## config.mk

```make
export PLATFORM = sky130hd
export DESIGN_NAME = countup_timer_flat
export DESIGN_NICKNAME = d
export VERILOG_FILES = /design/src/rtl/countup_timer_pkg.sv /design/src/rtl/countup_timer_if.sv /design/src/rtl/countup_timer_tick_gen.sv /design/src/rtl/countup_timer.sv /design/src/flat_wrapper.sv
export SDC_FILE = /design/constraint.sdc
export NUM_CORES = 1
export LEC_CHECK = 0
export BUFFER_PORTS_ARGS = -buffer_cell sky130_fd_sc_hd__buf_4
export CAP_MARGIN = 25
export CORE_MARGIN = 2
export CORE_UTILIZATION = 53
export DETAILED_ROUTE_END_ITERATION = 7
export MAX_ROUTING_LAYER = met4
export PLACE_DENSITY = 0.76
export RECOVER_POWER = 100
export SETUP_SLACK_MARGIN = 0.05
export SLEW_MARGIN = 25
export SYNTH_ARGS = -nofsm -noshare
export SYNTH_HDL_FRONTEND = slang
export SYNTH_SLANG_ARGS = --single-unit
```

## constraint.sdc

```tcl
create_clock -name clk -period 1.9 [get_ports clk]
set_input_delay 0.095 -clock clk [delete_from_list [all_inputs] [get_ports clk]]
set_output_delay 0.095 -clock clk [all_outputs]
set_load 0.01 [all_outputs]
```

## src/rtl/countup_timer_pkg.sv

```systemverilog
// Shared types and constants for the two-digit BCD count-up timer.
package countup_timer_pkg;

  typedef enum logic [1:0] {
    StIdle,
    StRun,
    StPause,
    StDone
  } state_e;

  localparam logic [3:0]  BCD_MAX   = 4'd9;
  localparam logic [14:0] ENDLED_ON = 15'h7FFF;

endpackage

```

## src/rtl/countup_timer_if.sv

```systemverilog
// Button input and display outputs of the count-up timer, bundled for the board glue.
interface countup_timer_if;

  logic        in;
  logic [2:0]  a;
  logic [3:0]  b;
  logic        stateled;
  logic [14:0] endled;

  modport master (
    output in,
    input  a,
    input  b,
    input  stateled,
    input  endled
  );

  modport slave (
    input  in,
    output a,
    output b,
    output stateled,
    output endled
  );

endinterface

```

## src/rtl/countup_timer_tick_gen.sv

```systemverilog
// Prescaler: emits one tick every TickDiv enabled cycles; holds its value while disabled.
module countup_timer_tick_gen #(
  parameter int unsigned TickDiv = 100_000_000
) (
  input  logic clk,
  input  logic rst_n,
  input  logic enable,
  input  logic clear,
  output logic tick
);

  localparam int unsigned Width = (TickDiv > 1) ? $clog2(TickDiv) : 1;
  localparam logic [Width-1:0] Last = Width'(TickDiv - 1);

  logic [Width-1:0] cnt_q, cnt_d;

  assign tick = (cnt_q == Last);

  // Next prescaler value: clear wins, otherwise count and wrap only while enabled.
  always_comb begin
    cnt_d = cnt_q;
    if (clear) begin
      cnt_d = '0;
    end else if (enable) begin
      cnt_d = tick ? '0 : cnt_q + Width'(1);
    end
  end

  // Prescaler register.
  always_ff @(posedge clk or negedge rst_n) begin
    if (!rst_n) begin
      cnt_q <= '0;
    end else begin
      cnt_q <= cnt_d;
    end
  end

endmodule

```

## src/rtl/countup_timer.sv

```systemverilog
// Two-digit BCD count-up timer with start/pause/resume button and done LED bank.
module countup_timer
  import countup_timer_pkg::*;
#(
  parameter int unsigned TICK_DIV   = 100_000_000,
  parameter int unsigned LIMIT_TENS = 3,
  parameter int unsigned LIMIT_ONES = 0
) (
  input  logic            clk,
  input  logic            rst_n,
  countup_timer_if.slave  bus
);

  if (TICK_DIV == 0 || LIMIT_TENS > 7 || LIMIT_ONES > 9 ||
      (LIMIT_TENS == 0 && LIMIT_ONES == 0)) begin : gen_param_check
    $error("countup_timer: illegal TICK_DIV or limit parameters");
  end

  localparam logic [2:0] LimTens = 3'(LIMIT_TENS);
  localparam logic [3:0] LimOnes = 4'(LIMIT_ONES);

  state_e      state_q, state_d;
  logic        in_d_q;
  logic [2:0]  a_q, a_d, a_inc;
  logic [3:0]  b_q, b_d, b_inc;
  logic        stateled_q;
  logic [14:0] endled_q;
  logic        press, run, tick, inc, hit, clear;

  assign press = bus.in & ~in_d_q;
  assign run   = (state_q == StRun);
  assign clear = (state_q == StIdle) & press;
  assign inc   = run & tick;

  countup_timer_tick_gen #(
    .TickDiv (TICK_DIV)
  ) u_tick_gen (
    .clk    (clk),
    .rst_n  (rst_n),
    .enable (run),
    .clear  (clear),
    .tick   (tick)
  );

  // BCD increment and limit compare on the post-increment value.
  always_comb begin
    a_inc = a_q;
    b_inc = b_q + 4'd1;
    if (b_q == BCD_MAX) begin
      b_inc = 4'd0;
      a_inc = a_q + 3'd1;
    end
    hit = inc & (a_inc == LimTens) & (b_inc == LimOnes);
  end

  // Next state and digit values; reaching the limit overrides a coincident pause.
  always_comb begin
    state_d = state_q;
    a_d     = a_q;
    b_d     = b_q;
    if (inc) begin
      a_d = a_inc;
      b_d = b_inc;
    end
    unique case (state_q)
      StIdle:  if (press) state_d = StRun;
      StRun: begin
        if (hit) begin
          state_d = StDone;
        end else if (press) begin
          state_d = StPause;
        end
      end
      StPause: if (press) state_d = StRun;
      StDone: begin
        if (press) begin
          state_d = StIdle;
          a_d     = 3'd0;
          b_d     = 4'd0;
        end
      end
      default: state_d = StIdle;
    endcase
  end

  // State, digits and LED outputs; LEDs follow the next state so they align with it.
  always_ff @(posedge clk or negedge rst_n) begin
    if (!rst_n) begin
      state_q    <= StIdle;
      in_d_q     <= 1'b1;
      a_q        <= 3'd0;
      b_q        <= 4'd0;
      stateled_q <= 1'b0;
      endled_q   <= 15'd0;
    end else begin
      state_q    <= state_d;
      in_d_q     <= bus.in;
      a_q        <= a_d;
      b_q        <= b_d;
      stateled_q <= (state_d == StRun);
      endled_q   <= (state_d == StDone) ? ENDLED_ON : 15'd0;
    end
  end

  assign bus.a        = a_q;
  assign bus.b        = b_q;
  assign bus.stateled = stateled_q;
  assign bus.endled   = endled_q;

endmodule

```

## src/flat_wrapper.sv

```systemverilog
// flat-port wrapper written by rule: the top's interface ports become plain ports
module countup_timer_flat import countup_timer_pkg::*;
#(
  parameter int unsigned TICK_DIV   = 100_000_000,
  parameter int unsigned LIMIT_TENS = 3,
  parameter int unsigned LIMIT_ONES = 0
)
  (clk, rst_n, bus_in, bus_a, bus_b, bus_stateled, bus_endled);
  countup_timer_if bus_i ();
  input  logic clk;
  input  logic rst_n;
  input wire logic [$bits(bus_i.in)-1:0] bus_in;
  output wire logic [$bits(bus_i.a)-1:0] bus_a;
  output wire logic [$bits(bus_i.b)-1:0] bus_b;
  output wire logic [$bits(bus_i.stateled)-1:0] bus_stateled;
  output wire logic [$bits(bus_i.endled)-1:0] bus_endled;
  assign bus_i.in = bus_in;
  assign bus_a = bus_i.a;
  assign bus_b = bus_i.b;
  assign bus_stateled = bus_i.stateled;
  assign bus_endled = bus_i.endled;
  countup_timer #(.TICK_DIV(TICK_DIV), .LIMIT_TENS(LIMIT_TENS), .LIMIT_ONES(LIMIT_ONES)) u_core (.clk(clk), .rst_n(rst_n), .bus(bus_i));
endmodule
```

==> results.txt <==
- Clock tree synthesis selected as its root buffer the cell sky130_fd_sc_hd__clkbuf_8.
- Leading cell type in the layout, fill and taps excluded: sky130_fd_sc_hd__dfrtp_1
- The repair_antennas step left the layout with diodes totalling 0.
- The flow ran to the end, and the final reports show no timing, DRC or antenna violations.
* Global placement routability congestion: 0.849
- The clock reaches the later pin of the worst-skew pair after 300 ps.
- The synthesized design contains 0 enable-type register cells.
* Drt initial violations: 270
- For this configuration, the core starts out at a cell density of 54.0%.
* Total standard cell area after synthesis: 0.00232 sq mm
- Floorplan die height: 70.2 um
- Net count after synthesis: 262
- After synthesis, the share of flip-flops with an asynchronous set or reset is 100%.
- Once detailed placement completed, the half-perimeter wirelength came to 3.63 mm.
- The smallest clock period supported by the final layout is computed as 1890 ps.
* Final layout net count: 308
* Area of the core region: 0.00429 sq mm
* Commonest cells after routing, fill and taps aside: sky130_fd_sc_hd__dfrtp_1, sky130_fd_sc_hd__buf_4, sky130_fd_sc_hd__clkbuf_1, sky130_fd_sc_hd__nand2_1, sky130_fd_sc_hd__o21ai_0
- STA classifies the critical path endpoint as a register.
* Number of library cell types mapped by synthesis: 50
- Layout cell share with drive strength beyond 1: 25.0%
- Total count of max-transition violations in the final report: 0
* Gate Count Post-Synth: 257
- Once placement finished, the instance area stood at 0.00265 sq mm.
- The analysis attributes to cell leakage a power of 0.00120 uW.
* Path type of the worst min-delay path: input port to register
- Dividing the final minimum period by the clock period gives 99.7%.
- Aggregate routed wire length: 5.75 mm
* Clock network fraction of design power: 17.9%
* Net switching fraction of the power: 38.6%
* Bufs on Longest Clock Path: 2
- Final setup violating endpoints: 0
* Boundary pin count: 26
- Highest net fanout along the worst path: 5
- At the pin with the least slew margin, the transition time is 976 ps.
- CTS clk-pin slew, worst paths: 70 ps
- Total clock buffers created by CTS: 5
- Clock net sink count: 39
- Register bit count reported by yosys: 39
- In the final layout, the multi-input gates occupy 0.00123 sq mm.
- The via count of the first global-routing pass is 1,917.
* Area occupied by registers: 981 sq um
- Dividing the detail-routed via count by the number of cells gives 6.05.
- Total routing resource utilization after global routing: 24.0%
- Max cap viols: 0
* Mean area per synthesized cell: 9.03 sq um
* Residual antenna-violating net count after detailed routing: 0
- For the final database, setup skew stands at 16.9 ps.
- In this run the number of H-tree levels came out at 2.
- The die covers 0.00492 sq mm.
- Smallest hold slack: 478 ps
* Setup crit start kind: register
- Area grow syn2layout: 22.2%
- Critical path required time: 2070 ps
- Grt ovf: 0
* Primary FF master, synth: sky130_fd_sc_hd__dfrtp_1
- In this run the horizontal extent of the chip is 70.2 um.
- Static timing analysis puts the maximum clock frequency at 0.528 GHz.
- Summing all non-filler instances in the final layout gives an area of 0.00284 sq mm.
- Sequential share of power: 41.6%
* Design internal power: 1980 uW
* Routed wire per std cell: 16.2 um
- TritonCTS built the clock tree.
- Crit Path Category: register to register
- Total net switching power: 1250 uW
- Combinational cells account for 40.5% of the total power.
* Total negative setup slack: 0 ps
- Filler cells: 391
* I/O Buffers: 25
- The initial antenna violation count came to 0.
- Syn. warnings: 0
- Setup slack closes at 5.93 ps.
- For this run, design rule violations remaining after detail routing come to 0.
- First-pass GRT wire length: 9.20 mm
- Measured against its own limit, the worst slew margin works out to 34.9%.
* P per Cell Area: 1140 mW/mm^2
* Pin count of the biggest net entering global routing: 40
- Summing over every cut layer, the via total after detailed routing is 2,153.
- The final count of hold timing violations came to 0.
* Register area share after synthesis: 42.1%
- The initialized floorplan defines 24 standard-cell rows.
* Post-placement worst setup slack: 7.06 ps
- Data arrival time at the worst-slack endpoint: 2060 ps
- IR analysis of the VDD net gives a maximum drop of 0.545 mV.
* Length of the first detailed-routing pass in iterations: 4
- RSZ-0062 raised after global routing: yes
## power by group through the flow
stage	registers [uW]	logic (uW)	clock network, uW
global placement	1320	1200	0
floorplan	1360	689	0
global route	1380	1440	625
finish	1340	1310	577
detailed placement	1330	1240	0
CTS	1330	1240	593
## cell families (layout without fill, tap and decap cells)
kind of cell	Yosys count	after routing	synth area share [%]
simple gates	99	99	25.4
compound gates	74	74	19.5
flops	39	39	42.1
buf+inv	35	82	8.58
xor+xnor	4	4	1.51
mux	4	4	1.78
fa+ha+maj	2	2	1.08
## synthesized netlist by cell type, types with 3 or more instances
cell | number | area [sq um]
sky130_fd_sc_hd__a21o_1 | 4 | 30.0
sky130_fd_sc_hd__a21oi_1 | 20 | 100
sky130_fd_sc_hd__a22o_1 | 3 | 26.3
sky130_fd_sc_hd__a31oi_1 | 16 | 100
sky130_fd_sc_hd__and3_1 | 6 | 37.5
sky130_fd_sc_hd__and4_1 | 3 | 26.3
sky130_fd_sc_hd__buf_2 | 3 | 15.0
sky130_fd_sc_hd__buf_4 | 15 | 113
sky130_fd_sc_hd__clkbuf_1 | 6 | 22.5
sky130_fd_sc_hd__dfrtp_1 | 38 | 951
sky130_fd_sc_hd__inv_1 | 10 | 37.5
sky130_fd_sc_hd__mux2i_1 | 3 | 30.0
sky130_fd_sc_hd__nand2_1 | 20 | 75.1
sky130_fd_sc_hd__nand2b_1 | 4 | 25.0
sky130_fd_sc_hd__nand3_1 | 10 | 50.1
sky130_fd_sc_hd__nand4_1 | 3 | 18.8
sky130_fd_sc_hd__nand4_2 | 3 | 37.5
sky130_fd_sc_hd__nor2_1 | 17 | 63.8
sky130_fd_sc_hd__nor3_1 | 7 | 35.0
sky130_fd_sc_hd__nor4_1 | 6 | 37.5
sky130_fd_sc_hd__o21ai_0 | 18 | 90.1
sky130_fd_sc_hd__xnor2_1 | 4 | 35.0
## final cells by class
class / count / area share, %
sequential: 39 / 34.6
multi-input combinational: 183 / 43.4
tap: 52 / 2.29
inverter: 10 / 1.32
clock buffer: 7 / 3.05
clock inverter: 1 / 0.177
timing repair buffer: 64 / 15.2
## critical path, stage by stage (launching register included)
cell and delay [ps]:
sky130_fd_sc_hd__dfrtp_1 420, sky130_fd_sc_hd__nor4bb_2 310, sky130_fd_sc_hd__nand4_2 180, sky130_fd_sc_hd__buf_4 200, sky130_fd_sc_hd__nor4_4 260, sky130_fd_sc_hd__buf_4 180
sky130_fd_sc_hd__mux2i_1 180, sky130_fd_sc_hd__nor2_1 50
## routing by layer
layer / routed length (um) / track usage [%] / vias to the layer above / share of wire [%]
met3: 376 / 4.62 / 8 / 6.5
met1: 2630 / 34.7 / 1028 / 46
li1: - / - / 1027 / -
met4: 65 / 6.62 / 0 / 1.1
met5: 0 / - / - / 0
met2: 2680 / 35.0 / 90 / 47
## metrics by stage
step / std cells / utilization, % / power (uW)
floorplan: 257 / - / 2050
global placement: 337 / 61.7 / 2520
detailed placement: 337 / 61.7 / 2560
CTS: 347 / 64.7 / 3160
global route: 356 / 66.0 / 3450
finish: 356 / 66.0 / 3230
## final timing paths
| kind | startpoint | end | slack [ps] | cells after the start |
|---|---|---|---|---|
| max | u_core.u_tick_gen.cnt_q[8]$_DFFE_PN0P_ | u_core.bus.a[1]$_DFF_PN0_ | 6 | 7 |
| min | bus_in | u_core.in_d_q$_DFF_PN1_ | 480 | 2 |
| max reg2reg | u_core.u_tick_gen.cnt_q[8]$_DFFE_PN0P_ | u_core.bus.a[1]$_DFF_PN0_ | 6 | 7 |
| min reg2reg | u_core.u_tick_gen.cnt_q[23]$_DFFE_PN0P_ | u_core.u_tick_gen.cnt_q[23]$_DFFE_PN0P_ | 490 | 1 |
| max in group asynchronous | rst_n | u_core.u_tick_gen.cnt_q[10]$_DFFE_PN0P_ | 740 | 2 |
| min in group asynchronous | rst_n | u_core.u_tick_gen.cnt_q[26]$_DFFE_PN0P_ | 500 | 2 |
## flip-flops by register name (all words and copies together), names as in the netlist
register and count:
u_core.bus.a 3, u_core.bus.b 4, u_core.bus.endled 1, u_core.bus.stateled 1, u_core.in_d_q 1, u_core.state_q 2, u_core.u_tick_gen.cnt_q 27
## timing repair
action | 4_1_cts | 5_1_grt
gates resized for setup | 3 | 21
endpoints found under the setup margin | 4 | 29
hold buffers | 2 | 0
buffers inserted | 0 | 7
cloned | 0 | 2
pin swaps | 0 | 4
endpoints found under the hold margin | 39 | 0
Note: power is estimated with default switching activity, not from simulation.
